File: config.mk
export PLATFORM = sky130hd
export DESIGN_NAME = umul_rate_acc16
export DESIGN_NICKNAME = d
export VERILOG_FILES = /design/src/rtl/ugemm_rate_pkg.sv /design/src/rtl/ubsg_cmp.sv /design/src/rtl/umul_rate_acc16.sv
export SDC_FILE = /design/constraint.sdc
export NUM_CORES = 1
export LEC_CHECK = 0
export ABC_CLOCK_PERIOD_IN_PS = 5100
export BUFFER_PORTS_ARGS = -buffer_cell sky130_fd_sc_hd__buf_2
export CAP_MARGIN = 20
export CORE_ASPECT_RATIO = 0.8
export CORE_MARGIN = 5
export CORE_UTILIZATION = 50
export DETAILED_ROUTE_END_ITERATION = 10
export GPL_TIMING_DRIVEN = 1
export PLACE_DENSITY = 0.75
export SLEW_MARGIN = 20
export SYNTH_ARGS = -nofsm -noshare
export SYNTH_HDL_FRONTEND = slang
export SYNTH_SLANG_ARGS = --single-unit
export TNS_END_PERCENT = 1
File: constraint.sdc
create_clock -name clk -period 5.1 [get_ports clk]
set_input_delay 0.255 -clock clk [delete_from_list [all_inputs] [get_ports clk]]
set_output_delay 0.255 -clock clk [all_outputs]
set_load 0.02 [all_outputs]
File: src/rtl/ugemm_rate_pkg.sv
// Shared types and sizing helpers for the rate-coded unary MAC stages.
package ugemm_rate_pkg;

    typedef enum logic [1:0] {
        ST_IDLE = 2'd0,
        ST_RUN  = 2'd1,
        ST_DONE = 2'd2
    } state_t;

    localparam int DEF_WIDTH  = 16;
    localparam int DEF_LOGLEN = 8;

    // A stream of 2^loglen bits can hold up to 2^loglen ones, hence one extra bit.
    function automatic int cnt_width(input int loglen);
        return loglen + 1;
    endfunction

endpackage

File: src/rtl/ubsg_cmp.sv
// Unary bitstream generator: emits 1 while the latched operand exceeds the Sobol sample.
module ubsg_cmp #(
    parameter int WIDTH = 16
) (
    input  logic [WIDTH-1:0] operand,
    input  logic [WIDTH-1:0] sample,
    output logic             stream_bit
);

    assign stream_bit = (operand > sample);

endmodule

File: src/rtl/umul_rate_acc16.sv
// Unipolar stochastic multiply-accumulate: ANDs two Sobol-driven bitstreams and counts ones.
//
// state   | meaning
// --------+------------------------------------------------------------
// ST_IDLE | waiting for an operand pair, in_ready=1
// ST_RUN  | L cycles of stream generation, sobol_en=1
// ST_DONE | result held on out_cnt until out_ready
module umul_rate_acc16
    import ugemm_rate_pkg::*;
#(
    parameter int WIDTH  = DEF_WIDTH,
    parameter int LOGLEN = DEF_LOGLEN
) (
    input  logic              clk,
    input  logic              rst_n,
    input  logic              in_valid,
    output logic              in_ready,
    input  logic [WIDTH-1:0]  in_a,
    input  logic [WIDTH-1:0]  in_b,
    input  logic [WIDTH-1:0]  sobol_a,
    input  logic [WIDTH-1:0]  sobol_b,
    output logic              sobol_en,
    output logic              bit_out,
    output logic              out_valid,
    input  logic              out_ready,
    output logic [LOGLEN:0]   out_cnt
);

    localparam int CW = cnt_width(LOGLEN);

    state_t             state;
    logic [WIDTH-1:0]   a_reg;
    logic [WIDTH-1:0]   b_reg;
    logic [LOGLEN-1:0]  cyc;
    logic [CW-1:0]      acc;
    logic               bit_a;
    logic               bit_b;
    logic               prod;
    logic               accept;
    logic               last_cyc;

    ubsg_cmp #(.WIDTH(WIDTH)) u_cmp_a (
        .operand    (a_reg),
        .sample     (sobol_a),
        .stream_bit (bit_a)
    );

    ubsg_cmp #(.WIDTH(WIDTH)) u_cmp_b (
        .operand    (b_reg),
        .sample     (sobol_b),
        .stream_bit (bit_b)
    );

    assign prod = bit_a & bit_b;

    // in_ready is combinational on out_ready while in ST_DONE (zero-bubble restart).
    assign in_ready  = (state == ST_IDLE) || ((state == ST_DONE) && out_ready);
    assign out_valid = (state == ST_DONE);
    assign sobol_en  = (state == ST_RUN);
    assign accept    = in_valid && in_ready;
    assign last_cyc  = &cyc;

    always_ff @(posedge clk) begin
        if (!rst_n) begin
            state   <= ST_IDLE;
            a_reg   <= '0;
            b_reg   <= '0;
            cyc     <= '0;
            acc     <= '0;
            out_cnt <= '0;
            bit_out <= 1'b0;
        end else begin
            case (state)
                ST_IDLE, ST_DONE: begin
                    if (accept) begin
                        a_reg <= in_a;
                        b_reg <= in_b;
                        cyc   <= '0;
                        acc   <= '0;
                        state <= ST_RUN;
                    end else if ((state == ST_DONE) && out_ready) begin
                        state <= ST_IDLE;
                    end
                end
                ST_RUN: begin
                    acc     <= acc + CW'(prod);
                    bit_out <= prod;
                    cyc     <= cyc + LOGLEN'(1);
                    if (last_cyc) begin
                        out_cnt <= acc + CW'(prod);
                        state   <= ST_DONE;
                    end
                end
                default: state <= ST_IDLE;
            endcase
        end
    end

endmodule

==> impl_metrics.py <==
metrics = {
    "clock_tree": {
        "htree_levels": 3,
        "insertion_delay_ns": 0.33,
        "clockBufferDepth": 2,
        "clkSinkCount": 61,
        "clkTransAtPathRegs_ns": 0.07,
        "ctsResizeCount": 0,
        "numCtsBuffers": 9,
        "cts-root-buf": "clkbuf_8",
        "cts_tree": "built",
        "cts-hold-fix-buffers": 0,
        "postCtsSetupRepairBufs": 0,
    },
    "worst_setup_path": {
        "critPathArrivalTime_ns": 3.31,
        "crit_required_ns": 5.33,
        "rr_worst_depth": 13,
        "critPathKind": "register to register",
        "rr_startpoint": "b_reg[14]$_SDFFE_PN0P_",
        "crit_path_end_kind": "register",
        "start_kind": "register",
        "rr_endpoint": "acc[8]$_SDFFE_PN0P_",
        "r2r_setup_slack_ns": 2.02,
        "cp_max_fo": 4,
        "cp-startpoint": "b_reg[14]$_SDFFE_PN0P_",
    },
    "yosys": {
        "async_flop_share_pct": 0,
        "yosys_warnings": 0,
        "seq_area_frac_synth_pct": 36.0,
        "synth_commonest_cells": "90 x nand2_1, 61 x dfxtp_1, 40 x a21boi_0, 35 x ha_1, 35 x inv_1",
        "synth.area.top_cells": "dfxtp_1 36%, ha_1 13%, nand2_1 10%, a21boi_0 8.9%, inv_1 3.9%",
        "synthesis.nets": 515,
        "synth-edff-count": 0,
        "avgSynthCellArea_um2": 8.23,
        "syn_area_um2": 3390,
        "yosysTopAreaCellShare_pct": 36.0,
        "yosysMostFrequentCell": "nand2_1",
        "synth_area_leader_cell": "dfxtp_1",
        "syn_inst": 412,
        "ys_ff_latch": 61,
        "synth_cell_type_count": 46,
        "synth_ff_type": "dfxtp_1",
    },
    "power": {
        "internal_power_uw": 781,
        "p_comb_share_pct": 13.3,
        "clkPwrFrac_pct": 39.1,
        "powerDensity_nw_per_um2": 265,
        "leakage_uw": 0.00193,
        "swShare_pct": 26.1,
        "ir_drop_mv": 0.182,
        "pwr-share-seq_pct": 47.6,
        "power_switching_uw": 276,
    },
    "drt": {
        "drt-total-wl_mm": 7.28,
        "ant_nets": 0,
        "drtIter0Drc": 157,
        "drtPass1Iterations": 4,
        "via_per_inst": 5.24,
        "route.detailed.drc": 0,
        "wl_per_cell_um": 12.7,
        "via_count": 3005,
    },
    "floorplan": {
        "start_util_pct": 52.1,
        "die_h_um": 83.7,
        "dieArea_um2": 8540,
        "rows": 26,
        "io_pins": 81,
        "die-width_um": 102,
        "core_area_um2": 6510,
    },
    "place": {
        "post-place-ws_ns": 1.94,
        "gp_congestion": 0.804,
        "dp_hpwl_mm": 5.31,
        "io_buffers": 80,
    },
    "grt": {
        "grt_pass1_vias": 2841,
        "gr-usage-all-layers_pct": 17.9,
        "grt_pass1_wl_mm": 12.5,
        "antenna_found_initial": 0,
        "grt_overflow_total": 0,
        "grt_max_degree": 63,
    },
    "sta": {
        "fin_crit_ns": 3.08,
        "hold_viol_final": 0,
        "worst_slew_pin_slew_ns": 0.918,
        "slew_violations": 0,
        "slew_headroom_pct": 38.8,
        "fin_setup_tns_ns": 0,
        "fin_crit_sh_pct": 60.4,
        "setup_violations": 0,
        "rsz0062_at_grt": "false",
        "max_freq_mhz": 324,
        "finClkSkew_ns": 0.00579,
        "worst_slack_ns": 2.02,
    },
    "hold_path": {
        "hold_depth": 3,
        "holdPathEnd": "a_reg[7]$_SDFFE_PN0P_",
        "worstHoldStart": "in_a[7]",
        "hold_path.class": "primary input to register",
    },
    "cells_and_area": {
        "fillCellCount": 596,
        "areaGrowthSynthToFinish_pct": 17.8,
        "num_antenna_cells": 0,
        "nNetsFinal": 588,
        "drive_gt1_share_pct": 21.4,
    },
    "run_status": {
        "status": "completed",
    },
    "job": {
        "maxCapViolCount": 0,
    },
}
[cell type report]
type	instances	area (um2)	share of cell area (%)
well taps	84	105	2.63
inverters	36	135	3.38
multi-input cells	296	1930	48.3
clock buffers	13	179	4.48
repair buffers	81	408	10.2
clock inverters	3	17.5	0.439
flip-flops and latches	61	1220	30.6
[power groups by stage]
stage	sequential, uW	combinational (uW)	clock [uW]
floorplan	512	94.5	0
global placement	513	139	0
detailed placement	514	142	0
CTS	503	143	424
global route	505	162	445
finish	503	141	414
[kinds of logic after synthesis]
logic type	Yosys count	synth area share, %
adder cells (fa/ha/maj)	35	12.9
flip-flops	61	36.0
AND/OR/NAND/NOR	150	20.8
multiplexers	2	0.590
AO/OA/AOI/OAI	102	20.7
XOR/XNOR	7	1.81
buffers and inverters	55	7.12
[worst max-delay path by stage]
stage,end,slack (ns),cells past startpoint
after floorplan,acc[8]$_SDFFE_PN0P_,2.34,13
after global placement,acc[8]$_SDFFE_PN0P_,2.01,15
after detailed placement,acc[8]$_SDFFE_PN0P_,1.94,15
after CTS,acc[8]$_SDFFE_PN0P_,2.03,13
after global routing,acc[8]$_SDFFE_PN0P_,1.71,13
final,acc[8]$_SDFFE_PN0P_,2.02,13
[worst max-delay path, stage by stage, from the launching register on]
cell and delay (ns):
dfxtp_1 0.31, ha_1 0.31, a21oi_1 0.15, nand2_1 0.06, a221o_1 0.34, a211oi_1 0.39
nor2_1 0.10, ha_1 0.21, ha_1 0.23, and3_1 0.23, and4_1 0.21, xnor2_1 0.16
o21ai_0 0.09, and2_1 0.17
[per-layer routing]
| layer | global-route usage, % | share of wire, % | up-vias |
|---|---|---|---|
| met5 | 0 | 0 | - |
| met4 | 4.41 | 1.4 | 0 |
| met3 | 6.10 | 6.8 | 12 |
| met2 | 28.3 | 46 | 74 |
| met1 | 23.4 | 46 | 1358 |
| li1 | - | - | 1561 |
[metrics by stage]
step / hold slack, ns / instances / area, um2 / power (uW) / utilization, %
after global placement: 0.454 / 558 / 3800 / 652 / 58.4
after detailed placement: 0.462 / 558 / 3800 / 656 / 58.4
after floorplan: 0.400 / 412 / 3390 / 606 / -
final: 0.168 / 574 / 3990 / 1060 / 61.4
after global routing: 0.160 / 574 / 3990 / 1110 / 61.4
after CTS: 0.156 / 574 / 3990 / 1070 / 61.4
[cell usage in the layout (no fill, tap or decap), types with 3 or more instances in the layout]
cell type / count
a31oi_1: 3
nand2_1: 90
inv_1: 35
o22ai_1: 3
o21a_1: 4
ha_1: 35
nor2b_1: 4
buf_2: 80
nor2_1: 11
clkbuf_8: 13
nand3_1: 13
a21oi_1: 19
xnor2_1: 5
nand4_1: 6
and2_1: 6
a21boi_0: 40
o211a_1: 7
dfxtp_1: 61
o21ai_0: 14
nor3_1: 5
No activity file was read; power rests on OpenSTA's default activity.
